`config.mk`:
```
export PLATFORM = sky130hd
export DESIGN_NAME = array_cursor_reader_flat
export DESIGN_NICKNAME = d
export VERILOG_FILES = /design/src/rtl/array_cursor_pkg.sv /design/src/rtl/array_cursor_reader_if.sv /design/src/rtl/array_cursor_coord.sv /design/src/rtl/array_cursor_reader.sv /design/src/flat_wrapper.sv
export SDC_FILE = /design/constraint.sdc
export NUM_CORES = 2
export LEC_CHECK = 0
export ABC_AREA = 1
export BUFFER_PORTS_ARGS = -buffer_cell sky130_fd_sc_hd__buf_4
export CORE_MARGIN = 2
export CORE_UTILIZATION = 55
export CTS_CLUSTER_DIAMETER = 120
export DETAILED_ROUTE_END_ITERATION = 7
export PLACE_DENSITY = 0.82
export SYNTH_ARGS = -nofsm -noshare
export SYNTH_HDL_FRONTEND = slang
export SYNTH_SLANG_ARGS = --single-unit
```
`constraint.sdc`:
```
create_clock -name clk -period 2.5 [get_ports clk]
set_input_delay 0.25 -clock clk [delete_from_list [all_inputs] [get_ports clk]]
set_output_delay 0.25 -clock clk [all_outputs]
set_load 0.01 [all_outputs]
```
`src/rtl/array_cursor_pkg.sv`:
```
// rtl/array_cursor_pkg.sv - shared types and cursor step helpers for array_cursor_reader
//
// Purpose : command encoding and the pure cursor-update arithmetic used by
//           the top level and, when ARRAY_CURSOR_BOUNDS_CHECK_EN is defined,
//           the bound-crossing detector.
// Ports   : none (package).
package array_cursor_pkg;

  typedef enum logic [2:0] {
    NOP      = 3'd0,
    READ     = 3'd1,
    PRE_INC  = 3'd2,
    POST_INC = 3'd3,
    PRE_DEC  = 3'd4,
    POST_DEC = 3'd5,
    SET      = 3'd6
  } op_e;

  // Arithmetic is done 32 bits wide so that +1 on the last index and -1 on
  // zero never alias before the bound test; callers truncate to the cursor width.
  function automatic logic [31:0] cursor_next(input logic [31:0] pos, input op_e op,
                                              input logic wrap, input logic [31:0] depth);
    logic [31:0] nxt;
    nxt = pos;
    case (op)
      PRE_INC, POST_INC: begin
        if (pos == depth - 32'd1) nxt = wrap ? 32'd0 : pos;
        else                      nxt = pos + 32'd1;
      end
      PRE_DEC, POST_DEC: begin
        if (pos == 32'd0) nxt = wrap ? depth - 32'd1 : pos;
        else              nxt = pos - 32'd1;
      end
      default: nxt = pos;
    endcase
    return nxt;
  endfunction

  // True when an INC/DEC step would leave [0, depth-1], whether or not it wraps.
  function automatic logic crosses_bound(input logic [31:0] pos, input op_e op,
                                         input logic [31:0] depth);
    return ((op == PRE_INC || op == POST_INC) && pos == depth - 32'd1) ||
           ((op == PRE_DEC || op == POST_DEC) && pos == 32'd0);
  endfunction

endpackage

```
`src/rtl/array_cursor_reader_if.sv`:
```
// rtl/array_cursor_reader_if.sv - request/write/response bundle for array_cursor_reader
//
// Purpose : groups the command handshake, the array write port and the
//           response handshake.
// Ports   : master drives req_*, wr_*, rd_ready; slave (the array) drives
//           req_ready, rd_valid, rd_data, rd_pos, rd_i0/i1/i2.
interface array_cursor_reader_if #(
  parameter int W  = 32,
  parameter int D0 = 2,
  parameter int D1 = 3,
  parameter int D2 = 4
);
  localparam int DEPTH = D0 * D1 * D2;
  localparam int PW    = $clog2(DEPTH);

  logic                  req_valid;
  logic                  req_ready;
  logic [2:0]            req_op;
  logic [PW-1:0]         req_pos;
  logic                  req_guard;
  logic                  wr_en;
  logic [PW-1:0]         wr_addr;
  logic [W-1:0]          wr_data;
  logic                  rd_valid;
  logic                  rd_ready;
  logic [W-1:0]          rd_data;
  logic [PW-1:0]         rd_pos;
  logic [$clog2(D0)-1:0] rd_i0;
  logic [$clog2(D1)-1:0] rd_i1;
  logic [$clog2(D2)-1:0] rd_i2;

  modport master (
    output req_valid, req_op, req_pos, req_guard, wr_en, wr_addr, wr_data, rd_ready,
    input  req_ready, rd_valid, rd_data, rd_pos, rd_i0, rd_i1, rd_i2
  );

  modport slave (
    input  req_valid, req_op, req_pos, req_guard, wr_en, wr_addr, wr_data, rd_ready,
    output req_ready, rd_valid, rd_data, rd_pos, rd_i0, rd_i1, rd_i2
  );

endinterface

```
`src/rtl/array_cursor_coord.sv`:
```
// rtl/array_cursor_coord.sv - linear index to (i0,i1,i2) decoder
//
// Purpose : splits a row-major linear index of a D0 x D1 x D2 array into its
//           three coordinates. Purely combinational.
// Ports   : pos (in, linear index), i0/i1/i2 (out, outer/middle/inner coordinate).
module array_cursor_coord #(
  parameter  int D0  = 2,
  parameter  int D1  = 3,
  parameter  int D2  = 4,
  localparam int PW  = $clog2(D0 * D1 * D2),
  localparam int I0W = $clog2(D0),
  localparam int I1W = $clog2(D1),
  localparam int I2W = $clog2(D2)
) (
  input  logic [PW-1:0]  pos,
  output logic [I0W-1:0] i0,
  output logic [I1W-1:0] i1,
  output logic [I2W-1:0] i2
);

  logic [31:0] pos_w;
  assign pos_w = 32'(pos);

  assign i0 = I0W'(pos_w / 32'(D1 * D2));
  assign i1 = I1W'((pos_w / 32'(D2)) % 32'(D1));
  assign i2 = I2W'(pos_w % 32'(D2));

endmodule

```
`src/rtl/array_cursor_reader.sv`:
```
// rtl/array_cursor_reader.sv - D0 x D1 x D2 word array read through a side-effecting cursor
//
// Purpose : accepts cursor commands (READ, PRE/POST INC/DEC, SET) and returns
//           the addressed word, the updated cursor and its 3-D coordinates
//           through a single-entry response register. A free-running write
//           port updates the array with read-before-write semantics.
// Ports   : clk, rst (sync, active-high); bus (array_cursor_reader_if.slave);
//           err_oob (out, sticky out-of-bounds flag) only when
//           ARRAY_CURSOR_BOUNDS_CHECK_EN is defined.
// Params  : W, D0, D1, D2, WRAP (1 wrap / 0 saturate),
//           GUARD_MODE (0 guard suppresses cursor change / 1 cursor always moves).
module array_cursor_reader
  import array_cursor_pkg::*;
#(
  parameter int W          = 32,
  parameter int D0         = 2,
  parameter int D1         = 3,
  parameter int D2         = 4,
  parameter int WRAP       = 1,
  parameter int GUARD_MODE = 0
) (
  input logic clk,
  input logic rst,
  array_cursor_reader_if.slave bus
`ifdef ARRAY_CURSOR_BOUNDS_CHECK_EN
  ,
  output logic err_oob
`endif
);

  localparam int            DEPTH   = D0 * D1 * D2;
  localparam int            PW      = $clog2(DEPTH);
  localparam logic [PW:0]   DEPTH_X = (PW + 1)'(DEPTH);
  localparam logic [PW-1:0] LAST    = PW'(DEPTH - 1);

  localparam logic [0:0] IDLE = 1'b0;
  localparam logic [0:0] HOLD = 1'b1;

  logic [0:0]    state;
  logic [PW-1:0] cursor;
  logic [PW-1:0] step_pos;
  logic [PW-1:0] set_pos;
  logic [PW-1:0] cur_upd;
  logic [PW-1:0] commit_pos;
  logic [PW-1:0] acc_addr;
  logic [PW-1:0] rd_pos_q;
  logic [W-1:0]  rd_data_q;
  logic [W-1:0]  mem [DEPTH];
  logic          accept;
  logic          is_nop;
  logic          guard_off;
  logic          set_oob;
  logic          wr_oob;

  assign bus.req_ready = (state == IDLE) || bus.rd_ready;
  assign accept        = bus.req_valid && bus.req_ready;
  assign guard_off     = !bus.req_guard;

  assign step_pos = PW'(cursor_next(32'(cursor), op_e'(bus.req_op), WRAP != 0, 32'(DEPTH)));
  assign set_oob  = {1'b0, bus.req_pos} >= DEPTH_X;
  assign set_pos  = set_oob ? LAST : bus.req_pos;
  assign wr_oob   = {1'b0, bus.wr_addr} >= DEPTH_X;

  // PRE_* and SET read at the new cursor, READ and POST_* at the old one.
  always_comb begin
    cur_upd  = cursor;
    acc_addr = cursor;
    is_nop   = 1'b0;
    case (bus.req_op)
      READ:               acc_addr = cursor;
      PRE_INC, PRE_DEC: begin
        cur_upd  = step_pos;
        acc_addr = step_pos;
      end
      POST_INC, POST_DEC: cur_upd = step_pos;
      SET: begin
        cur_upd  = set_pos;
        acc_addr = set_pos;
      end
      default:            is_nop = 1'b1;
    endcase
  end

  // In logical guard mode a low guard also cancels the cursor side effect.
  assign commit_pos = (guard_off && GUARD_MODE == 0) ? cursor : cur_upd;

  always_ff @(posedge clk) begin
    if (rst) begin
      state     <= IDLE;
      cursor    <= '0;
      rd_pos_q  <= '0;
      rd_data_q <= '0;
      for (int i = 0; i < DEPTH; i++) mem[i] <= W'(i);
    end else begin
      if (bus.wr_en && !wr_oob) mem[bus.wr_addr] <= bus.wr_data;
      if (accept && !is_nop) begin
        state     <= HOLD;
        cursor    <= commit_pos;
        rd_pos_q  <= commit_pos;
        rd_data_q <= guard_off ? '0 : mem[acc_addr];
      end else if (bus.rd_ready) begin
        state <= IDLE;
      end
    end
  end

  assign bus.rd_valid = (state == HOLD);
  assign bus.rd_data  = rd_data_q;
  assign bus.rd_pos   = rd_pos_q;

  array_cursor_coord #(.D0(D0), .D1(D1), .D2(D2)) u_coord (
    .pos (rd_pos_q),
    .i0  (bus.rd_i0),
    .i1  (bus.rd_i1),
    .i2  (bus.rd_i2)
  );

`ifdef ARRAY_CURSOR_BOUNDS_CHECK_EN
  logic err_q;
  always_ff @(posedge clk) begin
    if (rst) begin
      err_q <= 1'b0;
    end else if ((accept && (crosses_bound(32'(cursor), op_e'(bus.req_op), 32'(DEPTH)) ||
                             (bus.req_op == SET && set_oob))) ||
                 (bus.wr_en && wr_oob)) begin
      err_q <= 1'b1;
    end
  end
  assign err_oob = err_q;
`else
  logic unused_oob;
  assign unused_oob = set_oob;
`endif

endmodule

```
`src/flat_wrapper.sv`:
```
// flat-port wrapper written by rule: the top's interface ports become plain ports
module array_cursor_reader_flat import array_cursor_pkg::*;
#(
  parameter int W          = 32,
  parameter int D0         = 2,
  parameter int D1         = 3,
  parameter int D2         = 4,
  parameter int WRAP       = 1,
  parameter int GUARD_MODE = 0
)
  (clk, rst, bus_req_valid, bus_req_op, bus_req_pos, bus_req_guard, bus_wr_en, bus_wr_addr, bus_wr_data, bus_rd_ready, bus_req_ready, bus_rd_valid, bus_rd_data, bus_rd_pos, bus_rd_i0, bus_rd_i1, bus_rd_i2);
  array_cursor_reader_if #(.W(W), .D0(D0), .D1(D1), .D2(D2)) bus_i ();
  input logic clk;
  input logic rst;
  input wire logic [$bits(bus_i.req_valid)-1:0] bus_req_valid;
  input wire logic [$bits(bus_i.req_op)-1:0] bus_req_op;
  input wire logic [$bits(bus_i.req_pos)-1:0] bus_req_pos;
  input wire logic [$bits(bus_i.req_guard)-1:0] bus_req_guard;
  input wire logic [$bits(bus_i.wr_en)-1:0] bus_wr_en;
  input wire logic [$bits(bus_i.wr_addr)-1:0] bus_wr_addr;
  input wire logic [$bits(bus_i.wr_data)-1:0] bus_wr_data;
  input wire logic [$bits(bus_i.rd_ready)-1:0] bus_rd_ready;
  output wire logic [$bits(bus_i.req_ready)-1:0] bus_req_ready;
  output wire logic [$bits(bus_i.rd_valid)-1:0] bus_rd_valid;
  output wire logic [$bits(bus_i.rd_data)-1:0] bus_rd_data;
  output wire logic [$bits(bus_i.rd_pos)-1:0] bus_rd_pos;
  output wire logic [$bits(bus_i.rd_i0)-1:0] bus_rd_i0;
  output wire logic [$bits(bus_i.rd_i1)-1:0] bus_rd_i1;
  output wire logic [$bits(bus_i.rd_i2)-1:0] bus_rd_i2;
  assign bus_i.req_valid = bus_req_valid;
  assign bus_i.req_op = bus_req_op;
  assign bus_i.req_pos = bus_req_pos;
  assign bus_i.req_guard = bus_req_guard;
  assign bus_i.wr_en = bus_wr_en;
  assign bus_i.wr_addr = bus_wr_addr;
  assign bus_i.wr_data = bus_wr_data;
  assign bus_i.rd_ready = bus_rd_ready;
  assign bus_req_ready = bus_i.req_ready;
  assign bus_rd_valid = bus_i.rd_valid;
  assign bus_rd_data = bus_i.rd_data;
  assign bus_rd_pos = bus_i.rd_pos;
  assign bus_rd_i0 = bus_i.rd_i0;
  assign bus_rd_i1 = bus_i.rd_i1;
  assign bus_rd_i2 = bus_i.rd_i2;
  array_cursor_reader #(.W(W), .D0(D0), .D1(D1), .D2(D2), .WRAP(WRAP), .GUARD_MODE(GUARD_MODE)) u_core (.clk(clk), .rst(rst), .bus(bus_i));
endmodule
```
==> flow_summary.json <==
{
  "status": "finished, violations left",
  "violations": "DRC, setup timing",
  "power_leakage_nw": 27.4,
  "period_share_pct": 111,
  "clockBufferDepth": 3,
  "yosysMostFrequentCell": "nand3_1",
  "critPathCaptureType": "flop",
  "slew_viol_final": 0,
  "cpPeakStageDelay_ps": 370,
  "power_density_nw_per_um2": 708,
  "gp_congestion": 0.932,
  "async_flop_share_pct": 0,
  "skew_ps": 32.1,
  "wire_per_inst_um": 24.6,
  "min_path_type": "input pin to flop",
  "placed_area_um2": 55800,
  "stdcell_count": 7068,
  "dp_hpwl_um": 88200,
  "drv_cap": 0,
  "slew_headroom_pct": 33.4,
  "nets": 5846,
  "synth_top_cell_by_area": "edfxtp_1",
  "cts_sinks": 1062,
  "initial_core_util_pct": 55.4,
  "critical_path_class": "flop to flop",
  "cp_num_buf_inv": 5,
  "layout_min_cycle_time_ps": 2770,
  "synthDistinctLibCells": 32,
  "grt_max_degree": 76,
  "syn_to_final_growth_pct": 26.0,
  "crit_chain": "inv_4 -> ha_4 -> nand3_4 -> buf_6 -> nand2_2 -> nand2_1 -> a31oi_1 -> nand2_1 -> nand3_4 -> buf_12 -> buf_16 -> buf_16 -> nand3_1 -> nand3_2 -> nand3_2 -> nand3_2 -> a21oi_2",
  "avgSynthCellArea_um2": 9.62,
  "synth_seq_cells": 1062,
  "vias": 44399,
  "die-width_um": 307,
  "antenna_found_initial": 4,
  "ys_top_cells_by_area": "edfxtp_1, nand3_1, inv_1, nor2_1, nand3b_1",
  "critPathArrivalTime_ps": 3310,
  "synth_ff_type": "edfxtp_1",
  "critical_path.max_fanout": 12,
  "worst_skew_pair.late_latency_ps": 710,
  "synth_seq_area_share_pct": 62.3,
  "grtUsageTotal_pct": 33.1,
  "synth_top_area_share_pct": 60.8,
  "h-tree-depth": 3,
  "tightest_slew_ps": 998,
  "n_fill_cell": 5566,
  "rows": 111,
  "dieArea_um2": 94500,
  "coreArea_um2": 91400,
  "netlist_area_um2": 50600,
  "drt.antenna.violating_nets": 0,
  "grt_pass1_vias": 42550,
  "max_freq_mhz": 362,
  "drt_wl_total_um": 174000,
  "cts_tree": "built",
  "grt_pass1_wl_um": 239000,
  "critPathLaunch": "u_core.cursor[1]",
  "worst_path_max_delay_cell": "dfxtp_4",
  "cp_top_family": "simple AND/OR/NAND/NOR gates",
  "portBuffers": 94,
  "cts_root_buf": "clkbuf_16",
  "via_per_inst": 6.28,
  "placed_cells": 6705,
  "r2r-start": "u_core.cursor[1]",
  "layout-drive-gt1-share_pct": 18.6,
  "synth_edf_count": 1024,
  "drc": 13,
  "setup_viol": 33,
  "rsz0062_at_grt": "yes",
  "ir_worst_vdd_v": 0.000642,
  "multi_input_area_um2": 17300,
  "drtIter0Drc": 8920,
  "dr.pass1.iters": 8,
  "yosysWarnings": 0,
  "stdcell_area_um2": 63700,
  "finish.utilization_pct": 69.8,
  "synthCells": 5260,
  "crit_top_cell": "nand3_2",
  "ff_latch_area_um2": 31500,
  "cp-start-kind": "flop",
  "setup_slack_ps": -266,
  "die_height_um": 307,
  "cts_buffers": 106,
  "gr-total-overflow": 0,
  "worstHoldStart": "bus_wr_addr[0]",
  "required_ps": 3040,
  "synthTopCellsByCount": "nand3_1, edfxtp_1, inv_1",
  "io_pins": 95,
  "clk_pin_slew_worst_paths_ps": 60,
  "hold_viol": 0,
  "finalPower_w": 0.0451
}
-- registers in the layout (all words and copies together) (netlist names) --
signal / count
u_core.bus.rd_data: 32
u_core.bus.rd_valid: 1
u_core.cursor: 5
u_core.mem: 1024
-- path summary, 6_finish.rpt --
check / cells after the start / slack, ps / to
max: 17 / -270 / u_core.bus.rd_data[19]
max reg2reg: 17 / -270 / u_core.bus.rd_data[19]
min: 4 / 70 / u_core.mem[2][1]
min reg2reg: 2 / 480 / u_core.bus.rd_data[30]
-- cell families after synthesis --
logic type	Yosys count	share of synthesized area, %
compound gates	60	0.653
flops	1062	62.3
fa+ha+maj	7	0.173
xor+xnor	5	0.0865
simple gates	2939	27.4
other cells	1	0.00741
mux	1	0.0223
buf+inv	1185	9.41
-- where the power goes --
part	internal, W	switching (W)	leakage (nW)	total [W]
clock network	0.00851	0.00701	1.62	0.0155
logic	0.00324	0.00545	15.7	0.00869
registers	0.0206	0.000368	10.1	0.0209
total	0.0323	0.0128	27.4	0.0451
-- metrics by stage --
step           setup slack (ps)  TNS, ps  hold slack [ps]
3_5_place_dp               -410    -6720              465
4_1_cts                   -78.7    -1470             48.0
2_1_floorplan              43.1        0              349
5_1_grt                    -317    -6690             67.8
3_3_place_gp               -380    -5240              457
6_report                   -266    -4320             69.5
-- placed cells by master (no fill, tap or decap), types with 4 or more instances in the layout --
cell / n
clkbuf_16: 127
edfxtp_1: 1024
nand2_8: 4
xor2_1: 4
a21oi_2: 17
buf_4: 347
a31oi_1: 7
nand2_4: 6
dlygate4sd3_1: 39
nand3_2: 274
o21ai_0: 11
nand3_1: 870
clkinv_8: 4
buf_12: 108
inv_1: 752
buf_16: 37
buf_6: 23
nor2_1: 742
a21oi_1: 20
clkinv_1: 14
nand3b_1: 350
ha_1: 4
inv_2: 4
bufbuf_16: 6
clkbuf_1: 35
nand3_4: 27
nand2_1: 607
clkinv_2: 22
conb_1: 256
buf_8: 7
nor3_1: 10
nand2_2: 45
dfxtp_1: 34
clkbuf_8: 10
inv_4: 4
-- tightest hold or removal path, cell delays in order --
cell	delay [ps]
buf_4	120
nor3_1	70
buf_4	150
nand3_1	60
-- cell type report --
type / count / area share, %
clock inverter: 48 / 0.561
multi-input combinational: 3269 / 27.1
antenna: 2 / 0.00785
inverter: 762 / 4.54
timing repair buffer: 587 / 11.4
sequential: 1062 / 49.4
clock buffer: 152 / 4.62
tap: 1186 / 2.33
-- timing repair --
action	in CTS	in global routing
setup buffers	49	34
gates cloned	29	20
hold endpoints to repair	261	0
gates resized for setup	231	278
hold buffers	39	0
pin swaps	59	88
setup endpoints to repair	33	34
-- per-layer routing --
metal  track usage, %  wire length [um]  vias to the layer above  share of wire, %
met1             40.6             53400                    20383                31
met2             53.1             77700                     4503                45
met3             7.80             28300                     1264                16
li1                 -                 -                    18247                 -
met4             21.1             14700                        2               8.5
met5                0                 7                        -            0.0040
No activity file was read; power rests on OpenSTA's default activity.
